--- src/rtl/trade_pkg.sv ---
// Shared types and constants for the trade order path.
// Contents: order FSM state enum, order side enum, default widths and the
// order payload struct used between the order controller and its consumers.
package trade_pkg;

  localparam int unsigned TRADE_DATA_WIDTH = 16;
  localparam int unsigned TRADE_POS_WIDTH  = 16;

  typedef enum logic [1:0] {
    IDLE     = 2'd0,
    ISSUE    = 2'd1,
    COOLDOWN = 2'd2
  } order_state_e;

  typedef enum logic {
    SELL = 1'b0,
    BUY  = 1'b1
  } order_side_e;

  typedef struct packed {
    order_side_e                 side;
    logic [TRADE_DATA_WIDTH-1:0] price;
    logic [TRADE_POS_WIDTH-1:0]  qty;
  } trade_order_t;

endpackage

--- src/rtl/trade_pos_limit_chk.sv ---
// Combinational signed position-limit check.
// Ports:
//   position : current signed net position
//   buy_ok   : position + ORDER_QTY <= POS_LIMIT
//   sell_ok  : position - ORDER_QTY >= -POS_LIMIT
// Arithmetic is done one bit wider than the position to avoid overflow.
module trade_pos_limit_chk
  import trade_pkg::*;
#(
  parameter int unsigned POS_WIDTH = TRADE_POS_WIDTH,
  parameter int unsigned ORDER_QTY = 1,
  parameter int unsigned POS_LIMIT = 8
) (
  input  logic signed [POS_WIDTH-1:0] position,
  output logic                        buy_ok,
  output logic                        sell_ok
);

  localparam int unsigned EXT_W = POS_WIDTH + 1;
  localparam logic signed [EXT_W-1:0] QTY_S = EXT_W'(ORDER_QTY);
  localparam logic signed [EXT_W-1:0] LIM_S = EXT_W'(POS_LIMIT);

  logic signed [EXT_W-1:0] pos_ext;

  always_comb begin
    pos_ext = {position[POS_WIDTH-1], position};
    buy_ok  = (pos_ext + QTY_S) <= LIM_S;
    sell_ok = (pos_ext - QTY_S) >= -LIM_S;
  end

endmodule

--- src/rtl/trade_order_ctrl.sv ---
// Turns buy/sell decisions from the mean-reversion signal stage into single
// handshaked orders for the trade logic unit, tracking net position, a
// symmetric position limit, a post-fill cooldown and an acceptance timeout.
// Ports:
//   clk, rst              : clock, synchronous active-high reset
//   enable                : 0 blocks new orders (in-flight order still finishes)
//   data_valid_mean       : buy_signal/sell_signal/price valid
//   buy_signal/sell_signal: trade requests (both set = conflict, dropped)
//   price                 : price attached to the request
//   order_valid/ready     : order handshake with the TLU
//   order_side/price/qty  : order payload (side 1=buy), held while valid
//   position              : signed net position
//   busy                  : controller not idle
//   drop_pulse            : a valid request was not turned into an order
//   timeout_pulse         : order withdrawn after TIMEOUT_CYCLES without ready
// Build option: define TRADE_ORDER_STATS_EN to add saturating 32-bit
// stat_filled / stat_dropped / stat_timeout event counters.
module trade_order_ctrl
  import trade_pkg::*;
#(
  parameter int unsigned DATA_WIDTH      = TRADE_DATA_WIDTH,
  parameter int unsigned POS_WIDTH       = TRADE_POS_WIDTH,
  parameter int unsigned ORDER_QTY       = 1,
  parameter int unsigned POS_LIMIT       = 8,
  parameter int unsigned COOLDOWN_CYCLES = 4,
  parameter int unsigned TIMEOUT_CYCLES  = 16
) (
  input  logic                        clk,
  input  logic                        rst,
  input  logic                        enable,
  input  logic                        data_valid_mean,
  input  logic                        buy_signal,
  input  logic                        sell_signal,
  input  logic [DATA_WIDTH-1:0]       price,
  output logic                        order_valid,
  input  logic                        order_ready,
  output logic                        order_side,
  output logic [DATA_WIDTH-1:0]       order_price,
  output logic [POS_WIDTH-1:0]        order_qty,
  output logic signed [POS_WIDTH-1:0] position,
  output logic                        busy,
  output logic                        drop_pulse,
  output logic                        timeout_pulse
`ifdef TRADE_ORDER_STATS_EN
  ,
  output logic [31:0]                 stat_filled,
  output logic [31:0]                 stat_dropped,
  output logic [31:0]                 stat_timeout
`endif
);

  localparam int unsigned CNT_MAX = (TIMEOUT_CYCLES > COOLDOWN_CYCLES) ?
                                    TIMEOUT_CYCLES : COOLDOWN_CYCLES;
  localparam int unsigned CNT_W   = $clog2(CNT_MAX + 1);
  localparam logic signed [POS_WIDTH-1:0] QTY_S = POS_WIDTH'(ORDER_QTY);

  order_state_e                state_q, state_d;
  logic [CNT_W-1:0]            cnt_q, cnt_d;
  logic                        side_d;
  logic [DATA_WIDTH-1:0]       price_d;
  logic signed [POS_WIDTH-1:0] pos_d;
  logic                        drop_d;
  logic                        tmo_d;
  logic                        fill_c;
  logic                        buy_ok, sell_ok;
  logic                        cand_c, sig_evt_c, accept_c, lim_ok_c;

  trade_pos_limit_chk #(
    .POS_WIDTH (POS_WIDTH),
    .ORDER_QTY (ORDER_QTY),
    .POS_LIMIT (POS_LIMIT)
  ) u_limit (
    .position (position),
    .buy_ok   (buy_ok),
    .sell_ok  (sell_ok)
  );

  // Request classification: any valid signal is an event; exactly one is a candidate.
  always_comb begin
    cand_c    = data_valid_mean && (buy_signal ^ sell_signal);
    sig_evt_c = data_valid_mean && (buy_signal | sell_signal);
    lim_ok_c  = buy_signal ? buy_ok : sell_ok;
    accept_c  = cand_c && enable && lim_ok_c && (state_q == IDLE);
  end

  // Next-state, counter and payload logic.
  always_comb begin
    state_d = state_q;
    cnt_d   = cnt_q;
    side_d  = order_side;
    price_d = order_price;
    pos_d   = position;
    drop_d  = sig_evt_c && !accept_c;
    tmo_d   = 1'b0;
    fill_c  = 1'b0;

    unique case (state_q)
      IDLE: begin
        if (accept_c) begin
          side_d  = buy_signal;
          price_d = price;
          cnt_d   = '0;
          state_d = ISSUE;
        end
      end
      ISSUE: begin
        // Ready on the expiring cycle still wins over the timeout.
        if (order_ready) begin
          fill_c = 1'b1;
          pos_d  = order_side ? (position + QTY_S) : (position - QTY_S);
          if (COOLDOWN_CYCLES == 0) begin
            state_d = IDLE;
            cnt_d   = '0;
          end else begin
            state_d = COOLDOWN;
            cnt_d   = CNT_W'(COOLDOWN_CYCLES);
          end
        end else if (cnt_q == CNT_W'(TIMEOUT_CYCLES - 1)) begin
          tmo_d   = 1'b1;
          state_d = IDLE;
          cnt_d   = '0;
        end else begin
          cnt_d = cnt_q + CNT_W'(1);
        end
      end
      COOLDOWN: begin
        if (cnt_q <= CNT_W'(1)) begin
          state_d = IDLE;
          cnt_d   = '0;
        end else begin
          cnt_d = cnt_q - CNT_W'(1);
        end
      end
      default: begin
        state_d = IDLE;
        cnt_d   = '0;
      end
    endcase
  end

  // State, counter and registered outputs.
  always_ff @(posedge clk) begin
    if (rst) begin
      state_q       <= IDLE;
      cnt_q         <= '0;
      order_valid   <= 1'b0;
      order_side    <= 1'b0;
      order_price   <= '0;
      order_qty     <= '0;
      position      <= '0;
      busy          <= 1'b0;
      drop_pulse    <= 1'b0;
      timeout_pulse <= 1'b0;
    end else begin
      state_q       <= state_d;
      cnt_q         <= cnt_d;
      order_valid   <= (state_d == ISSUE);
      order_side    <= side_d;
      order_price   <= price_d;
      order_qty     <= (state_d == ISSUE) ? POS_WIDTH'(ORDER_QTY) : '0;
      position      <= pos_d;
      busy          <= (state_d != IDLE);
      drop_pulse    <= drop_d;
      timeout_pulse <= tmo_d;
    end
  end

`ifdef TRADE_ORDER_STATS_EN
  // Saturating event counters.
  always_ff @(posedge clk) begin
    if (rst) begin
      stat_filled  <= '0;
      stat_dropped <= '0;
      stat_timeout <= '0;
    end else begin
      if (fill_c && (stat_filled != '1))  stat_filled  <= stat_filled + 32'd1;
      if (drop_d && (stat_dropped != '1)) stat_dropped <= stat_dropped + 32'd1;
      if (tmo_d && (stat_timeout != '1))  stat_timeout <= stat_timeout + 32'd1;
    end
  end
`else
  logic unused_fill_c;
  assign unused_fill_c = fill_c;
`endif

endmodule

--- config.mk ---
export PLATFORM = sky130hd
export DESIGN_NAME = trade_order_ctrl
export DESIGN_NICKNAME = d
export VERILOG_FILES = /design/src/rtl/trade_pkg.sv /design/src/rtl/trade_pos_limit_chk.sv /design/src/rtl/trade_order_ctrl.sv
export SDC_FILE = /design/constraint.sdc
export NUM_CORES = 1
export LEC_CHECK = 0
export CORE_MARGIN = 8
export CORE_UTILIZATION = 45
export CTS_CLUSTER_DIAMETER = 200
export DETAILED_ROUTE_END_ITERATION = 16
export PLACE_DENSITY = 0.74
export RECOVER_POWER = 100
export REMOVE_ABC_BUFFERS = 1
export SYNTH_ARGS = -nofsm -noshare
export SYNTH_HDL_FRONTEND = slang
export SYNTH_HIERARCHICAL = 1
export SYNTH_SLANG_ARGS = --single-unit
--- constraint.sdc ---
create_clock -name clk -period 6.4 [get_ports clk]
set_clock_uncertainty 0.05 [all_clocks]
set_input_delay 0.64 -clock clk [delete_from_list [all_inputs] [get_ports clk]]
set_output_delay 0.64 -clock clk [all_outputs]
set_load 0.05 [all_outputs]
==> results of run 1 <==
-- worst paths after layout --
| kind | from | to |
|---|---|---|
| setup / recovery | rst | position[12] |
| hold / removal | order_price[3] | order_price[3] |
| setup reg to reg | order_side | position[10] |
| hold reg to reg | order_price[3] | order_price[3] |
-- Yosys cell counts (2+ instances only) --
cell type and instances:
sky130_fd_sc_hd__a2111oi_0 4, sky130_fd_sc_hd__and4_1 2, sky130_fd_sc_hd__nand4_1 5, sky130_fd_sc_hd__o211ai_1 3, sky130_fd_sc_hd__dfxtp_1 44, sky130_fd_sc_hd__nor2b_1 3
sky130_fd_sc_hd__a21o_1 6, sky130_fd_sc_hd__nand2_1 59, sky130_fd_sc_hd__inv_1 13, sky130_fd_sc_hd__buf_2 3, sky130_fd_sc_hd__a21boi_0 2, sky130_fd_sc_hd__o41ai_2 2
sky130_fd_sc_hd__buf_1 3, sky130_fd_sc_hd__buf_4 16, sky130_fd_sc_hd__nand3_1 6, sky130_fd_sc_hd__nor3_1 10, sky130_fd_sc_hd__o21ai_1 4, sky130_fd_sc_hd__xnor2_1 5
sky130_fd_sc_hd__o221a_2 2, sky130_fd_sc_hd__and2_1 3, sky130_fd_sc_hd__clkbuf_1 7, sky130_fd_sc_hd__o21bai_1 2, sky130_fd_sc_hd__a211oi_1 4, sky130_fd_sc_hd__a311o_1 3
sky130_fd_sc_hd__a31oi_1 4, sky130_fd_sc_hd__nor3_2 2, sky130_fd_sc_hd__o31ai_1 3, sky130_fd_sc_hd__ha_1 22, sky130_fd_sc_hd__o21a_1 5, sky130_fd_sc_hd__a21oi_1 37
sky130_fd_sc_hd__a2bb2oi_1 2, sky130_fd_sc_hd__and3_1 7, sky130_fd_sc_hd__and3b_1 2, sky130_fd_sc_hd__nor2_1 17, sky130_fd_sc_hd__nor4_1 3, sky130_fd_sc_hd__mux2i_1 2
sky130_fd_sc_hd__o21ai_0 5
-- per-stage QoR --
stage,area [um^2],hold slack (ps)
4_1_cts,3530,411
5_1_grt,3510,426
3_3_place_gp,3400,391
6_report,3510,404
2_1_floorplan,2690,483
3_5_place_dp,3400,399
-- layout make-up --
class	instances	area (um^2)
repair buffers	61	604
fillers	562	2690
multi-input cells	275	1750
clock inverters	2	60.1
flip-flops and latches	44	881
clock buffers	5	68.8
well taps	77	96.3
inverters	13	48.8
-- logic make-up (layout without fill, tap and decap cells) --
kind of cell	after synthesis	in the layout
and+or+nand+nor	126	126
AOI/OAI and AO/OA	102	102
DFF	44	44
buffers and inverters	42	81
adders and majority gates	23	23
xor gates and xnor gates	6	6
muxes	3	3
other	1	15
-- cells in the final DEF (no fill, tap or decap), types with 3 or more instances in the layout --
master,Yosys,routed
sky130_fd_sc_hd__clkbuf_8,0,5
sky130_fd_sc_hd__dfxtp_1,44,44
sky130_fd_sc_hd__clkdlybuf4s50_1,0,20
sky130_fd_sc_hd__ha_1,22,22
sky130_fd_sc_hd__a2111oi_0,4,5
sky130_fd_sc_hd__xnor2_1,5,5
sky130_fd_sc_hd__a21o_1,6,6
sky130_fd_sc_hd__conb_1,1,15
sky130_fd_sc_hd__o21ai_1,4,4
sky130_fd_sc_hd__nor2_1,17,17
sky130_fd_sc_hd__o211ai_1,3,3
sky130_fd_sc_hd__nand3_1,6,6
sky130_fd_sc_hd__a31oi_1,4,4
sky130_fd_sc_hd__nor3_1,10,10
sky130_fd_sc_hd__a311o_1,3,3
sky130_fd_sc_hd__nor4_1,3,3
sky130_fd_sc_hd__and3_1,7,7
sky130_fd_sc_hd__nor2b_1,3,3
sky130_fd_sc_hd__o21a_1,5,5
sky130_fd_sc_hd__nand4_1,5,5
sky130_fd_sc_hd__nand2_1,59,59
sky130_fd_sc_hd__a21oi_1,37,37
sky130_fd_sc_hd__a211oi_1,4,4
sky130_fd_sc_hd__o31ai_1,3,3
sky130_fd_sc_hd__o21ai_0,5,5
sky130_fd_sc_hd__dlygate4sd3_1,0,40
sky130_fd_sc_hd__inv_1,13,13
-- worst max-delay path, cell delays in order --
cell                            delay, ps
sky130_fd_sc_hd__dlygate4sd3_1        520
sky130_fd_sc_hd__clkbuf_1            1310
sky130_fd_sc_hd__inv_1                580
sky130_fd_sc_hd__and3_1               350
sky130_fd_sc_hd__and3_1               180
sky130_fd_sc_hd__a311o_1              270
-- flip-flops by register name, summed over array words and instances, names as in the netlist --
signal         count
busy               1
cnt_q              5
drop_pulse         1
order_price       16
order_side         1
order_valid        1
position          16
state_q            2
timeout_pulse      1
-- per-layer routing --
layer,GRT usage [%],vias to the layer above
li1,-,1341
met1,20.9,1231
met5,0,-
met2,26.4,78
met4,3.64,0
met3,2.76,7
-- where the power goes --
| group | internal [W] | switching, W |
|---|---|---|
| registers | 0.000288 | 0.0000136 |
| clock network | 0.000154 | 0.0000973 |
| logic | 0.000101 | 0.000182 |
| total | 0.000543 | 0.000293 |
==> Implementation_results.wiki, run 1 <==
{| class="wikitable"
! Metric !! Value
|-
| Number of detailed-routing iterations run before antenna repair || 4
|-
| Post-CTS setup repair buffer count || 0
|-
| Final antenna-violating net count || 0
|-
| Number of antenna violations at the first check in global routing || 0
|-
| Yosys cell types || 62
|-
| Synth Area in Compound Gates || 25.6%
|-
| Total number of vias || 2657
|-
| Count of mapped cells out of synthesis || 347
|-
| Violated checks || capacitance limit, slew limit
|-
| DIE AREA || 9040 um^2
|-
| Slew Limit Headroom || -22.0%
|-
| Detailed-route DRC error count || 0
|-
| Most used flip-flop cell after synthesis || sky130_fd_sc_hd__dfxtp_1
|-
| Total Nets Final || 446
|-
| Syn_area_per_cell || 8.11 um^2
|-
| Area share of the leading cell type in the synthesized netlist || 31.3%
|-
| Total Wirelength || 7310 um
|-
| Die X-Extent || 95.1 um
|-
| Clock tree from TritonCTS || done
|-
| Flop and latch count out of synthesis || 44
|-
| Starting utilization of the core area || 45.3%
|-
| Startpoint Class || primary input
|-
| Clock insertion delay at the later pin of the skew report || 290 ps
|-
| Classification of the worst setup path || in2reg
|-
| Htree depth || 2
|-
| Final Slew Violations || 42
|-
| Number of instances on the worst hold path || 2
|-
| Area share of and/or/nand/nor cells after synthesis || 21.5%
|-
| Number of DRC markers in iteration 0 || 146
|-
| Xor and xnor area share after synthesis || 1.87%
|-
| Synth warnings || 6
|-
| Count of cells resized by post-cts repair || 0
|-
| Setup Total Neg Slack || 0 ps
|-
| Overall Power || 0.000836 W
|-
| Area growth, synth to finish || 24.9%
|-
| Final setup fails || 0
|-
| Global placement routability congestion || 0.892
|-
| Final critical path time including I/O delays and setup || 3720 ps
|-
| Buffers added on ports || 60
|-
| Uppermost signal routing layer after detailed routing || met4
|-
| Clock Pin Slew Worst Setup and Hold Paths || 90 ps
|-
| Hold-fix buffers at CTS || 0
|-
| Share of synthesized area spent on multiplexers || 1.25%
|-
| Crit Path Max Fanout || 41
|-
| Worst r2r path cells || 8
|-
| Die span in y || 95.1 um
|-
| DP Wirelength || 5370 um
|-
| Final hold vios || 0
|-
| Global-route wire length before repair || 11800 um
|-
| Diodes inserted || 0
|-
| Endpoint arrival time on the critical path || 3850 ps
|-
| Class of the tightest hold or removal check || reg2reg
|-
| Number of maximum-capacitance constraint violations || 1
|-
| Number of placed instances, taps included || 470
|-
| Adder-cell share of the synthesized area || 10.5%
|-
| Count of standard-cell rows || 29
|-
| Measured slew at the worst slew-check pin || 1830 ps
|-
| Flop-to-flop setup slack || 3520 ps
|-
| Peak Freq || 0.269 GHz
|-
| Met3 Routed Length || 365 um
|-
| Library cell occupying the most area in the post-synthesis netlist || sky130_fd_sc_hd__dfxtp_1
|-
| Number of buffers between clock root and the deepest sink || 2
|-
| Setup slack after placement || 3390 ps
|-
| Wire length per cell || 15.3 um
|-
| Detailed-routing wirelength on met1 || 3280 um
|-
| Number of buffers inserted during clock tree synthesis || 5
|-
| Fin util || 56.6%
|-
| Total I/O pin count || 76
|-
| Maximum ir drop on the vdd rail || 0.113 mV
|-
| Fraction of layout instances using a drive strength above 1 || 3.75%
|-
| Vias in the first global route || 2417
|-
| Detailed route wirelength on metal2 || 3600 um
|-
| Largest family of logic cells by synthesized area || compound AO/OA/AOI/OAI gates
|-
| Count of flip-flops with a built-in enable after synthesis || 0
|-
| Outcome || finished, violations left
|-
| Largest net degree at the start of global routing || 42
|-
| Clk root buf || sky130_fd_sc_hd__clkbuf_8
|-
| Overall Global Routing Usage || 15.9%
|-
| Leakage power || 1.50 nW
|-
| Area of the core || 6200 um^2
|-
| Worst Slack Setup Final || 2680 ps
|-
| Netlist area before placement || 2810 um^2
|-
| Area contributors post-synth || sky130_fd_sc_hd__dfxtp_1 31%, sky130_fd_sc_hd__ha_1 9.8%, sky130_fd_sc_hd__nand2_1 7.9%
|-
| RSZ-0062 raised after global routing || no
|-
| Share of synthesized area occupied by flip-flops and latches || 31.3%
|-
| Sinks on the clock net || 44
|-
| Via/cell ratio || 5.57
|-
| Remaining Overflow, GRT || 0
|-
| Final Cycle Share || 58.2%
|-
| Async set-reset flop share out of synthesis || 0%
|-
| Number of standard cells in the layout, taps in and fillers out || 477
|-
| Required arrival time at the worst endpoint || 6530 ps
|-
| Power per unit of standard cell area || 238 nW/um^2
|-
| CP Capture Type || register
|}
(Power assumes the default switching activity.)
==> inputs of run 2 (changes only) <==
Settings changed: CORE_UTILIZATION 45 to 44, PLACE_DENSITY 0.74 to 0.76.
Clock period 6.4 ns to 3.36 ns, I/O delays scaled along.
==> run 2 against run 1 <==
Net effect: the flow now finishes without violations; count of clock-buffer cells in the layout unchanged; total power rose by 84%; flip-flop and latch count is the same; first-iteration DRC count grew 29%; largest power group unchanged; die area rose by 1.9%.
==> Implementation_results.wiki, run 2 (same netlist as run 1, synthesis figures left out) <==
{| class="wikitable"
! Metric !! Value
|-
| Max incr delay on CP || 540 ps
|-
| Hold-fix buffers at CTS || 0
|-
| Kind of cell adding the most delay to the critical path || compound AO/OA/AOI/OAI gates
|-
| Number of buffers between clock root and the deepest sink || 2
|-
| Crit Path Max Fanout || 15
|-
| Global-route wire length before repair || 11700 um
|-
| Setup slack after placement || 576 ps
|-
| Sinks on the clock net || 44
|-
| Final hold vios || 0
|-
| Buffers added on ports || 60
|-
| Global placement routability congestion || 0.883
|-
| Die span in y || 96.0 um
|-
| Worst r2r src || order_side
|-
| Vias in the first global route || 2485
|-
| CP max stage cell || sky130_fd_sc_hd__fa_1
|-
| Largest net degree at the start of global routing || 41
|-
| CP Capture Point || position[10]
|-
| Endpoint arrival time on the critical path || 3040 ps
|-
| Flop-to-flop setup slack || 470 ps
|-
| Overall Power || 0.00154 W
|-
| Clk root buf || sky130_fd_sc_hd__clkbuf_8
|-
| Final setup fails || 0
|-
| Crit path cell chain || inv_1 > fa_1 > a21o_1 > a21oi_1 > o21ai_0 > a41oi_1 > nor4_1 > a311o_1
|-
| Peak Freq || 0.346 GHz
|-
| Required arrival time at the worst endpoint || 3510 ps
|-
| Final Slew Violations || 0
|-
| Total number of vias || 2647
|-
| Detailed-route DRC error count || 0
|-
| Power per unit of standard cell area || 439 nW/um^2
|-
| Total I/O pin count || 76
|-
| Via/cell ratio || 5.51
|-
| DP Wirelength || 5500 um
|-
| Count of standard-cell rows || 29
|-
| Top flop regs || order_price x16, position x16, cnt_q x5
|-
| Clock insertion delay at the later pin of the skew report || 300 ps
|-
| Number of antenna violations at the first check in global routing || 0
|-
| DIE AREA || 9210 um^2
|-
| Number of placed instances, taps included || 472
|-
| Number of DRC markers in iteration 0 || 189
|-
| Diodes inserted || 0
|-
| CP Capture Type || register
|-
| Overall Global Routing Usage || 15.8%
|-
| Leakage power || 1.51 nW
|-
| RSZ-0062 raised after global routing || no
|-
| Final critical path time including I/O delays and setup || 2890 ps
|-
| Number of instances on the worst hold path || 2
|-
| Fraction of layout instances using a drive strength above 1 || 3.97%
|-
| Remaining Overflow, GRT || 0
|-
| Final antenna-violating net count || 0
|-
| Setup crit start || order_side
|-
| Most frequent cells in the layout || 59 x sky130_fd_sc_hd__nand2_1, 44 x sky130_fd_sc_hd__dfxtp_1, 38 x sky130_fd_sc_hd__a21oi_1, 38 x sky130_fd_sc_hd__dlygate4sd3_1
|-
| Slew Limit Headroom || 25.4%
|-
| Area of the multi-input gates || 1740 um^2
|-
| Buffering stage count on the worst path with inverters included || 1
|-
| Most common library cell in the layout ignoring fill and taps || sky130_fd_sc_hd__nand2_1
|-
| Number of maximum-capacitance constraint violations || 0
|-
| Class of the tightest hold or removal check || reg2reg
|-
| Htree depth || 2
|-
| Number of detailed-routing iterations run before antenna repair || 4
|-
| Startpoint Class || register
|-
| Area growth, synth to finish || 24.5%
|-
| Post-CTS setup repair buffer count || 0
|-
| Storage cell area || 881 um^2
|-
| Setup Total Neg Slack || 0 ps
|-
| Total Nets Final || 448
|-
| Final Cycle Share || 86.0%
|-
| Measured slew at the worst slew-check pin || 1120 ps
|-
| Starting utilization of the core area || 44.8%
|-
| Total Wirelength || 7360 um
|-
| Number of standard cells in the layout, taps in and fillers out || 480
|-
| Worst Slack Setup Final || 471 ps
|-
| Die X-Extent || 96.0 um
|-
| Area of the core || 6280 um^2
|-
| Clock tree from TritonCTS || done
|-
| Maximum ir drop on the vdd rail || 0.266 mV
|-
| Capturing point of the worst reg2reg path || position[10]
|-
| Classification of the worst setup path || reg2reg
|-
| Number of buffers inserted during clock tree synthesis || 5
|-
| Outcome || complete, no violations
|-
| Worst r2r path cells || 8
|-
| Count of cells resized by post-cts repair || 0
|-
| Number of stages on the worst setup path || 8
|-
| Wire length per cell || 15.3 um
|-
| Filler cell count || 593
|-
| Clock Pin Slew Worst Setup and Hold Paths || 90 ps
|}
run 2: tightest hold or removal path, cell delays in order, from the launching register on:
cell                      delay [ps]
sky130_fd_sc_hd__dfxtp_1         310
sky130_fd_sc_hd__nand2_1          50
sky130_fd_sc_hd__a21oi_1          50
run 2: per-stage QoR:
stage	util, %	hold slack [ps]	instance area [um^2]
finish	55.8	404	3500
global placement	54.4	392	3410
detailed placement	54.4	401	3410
global route	55.8	424	3500
CTS	56.2	412	3530
floorplan	-	355	2690
run 2: worst min-delay path by stage:
stage | end | startpoint | slack (ps)
6_report | order_price[1] | order_price[1] | 400
5_1_grt | order_price[6] | order_price[6] | 420
4_1_cts | order_price[1] | order_price[1] | 410
3_5_place_dp | order_price[8] | order_price[8] | 400
3_3_place_gp | order_price[6] | order_price[6] | 390
2_1_floorplan | cnt_q[2] | rst | 360
run 2: routing by layer:
metal | share of wire, % | global-route usage [%] | vias to the layer above | wire length (um)
met4 | 1.4 | 5.12 | 0 | 101
met5 | 0 | 0 | - | 0
met2 | 48 | 26.8 | 58 | 3560
li1 | - | - | 1345 | -
met1 | 45 | 19.1 | 1235 | 3280
met3 | 5.7 | 3.82 | 9 | 417
run 2: power breakdown:
part | total [W] | internal, W | leakage [nW] | switching (W)
clock network | 0.000424 | 0.000224 | 0.0583 | 0.000199
logic | 0.000538 | 0.000193 | 1.09 | 0.000345
registers | 0.000574 | 0.000549 | 0.356 | 0.0000254
run 2: layout make-up:
class	instances	area share, %
multi-input combinational	275	49.6
clock buffer	5	1.97
inverter	13	1.39
timing repair buffer	63	17.8
tap	77	2.75
sequential	44	25.2
clock inverter	3	1.36
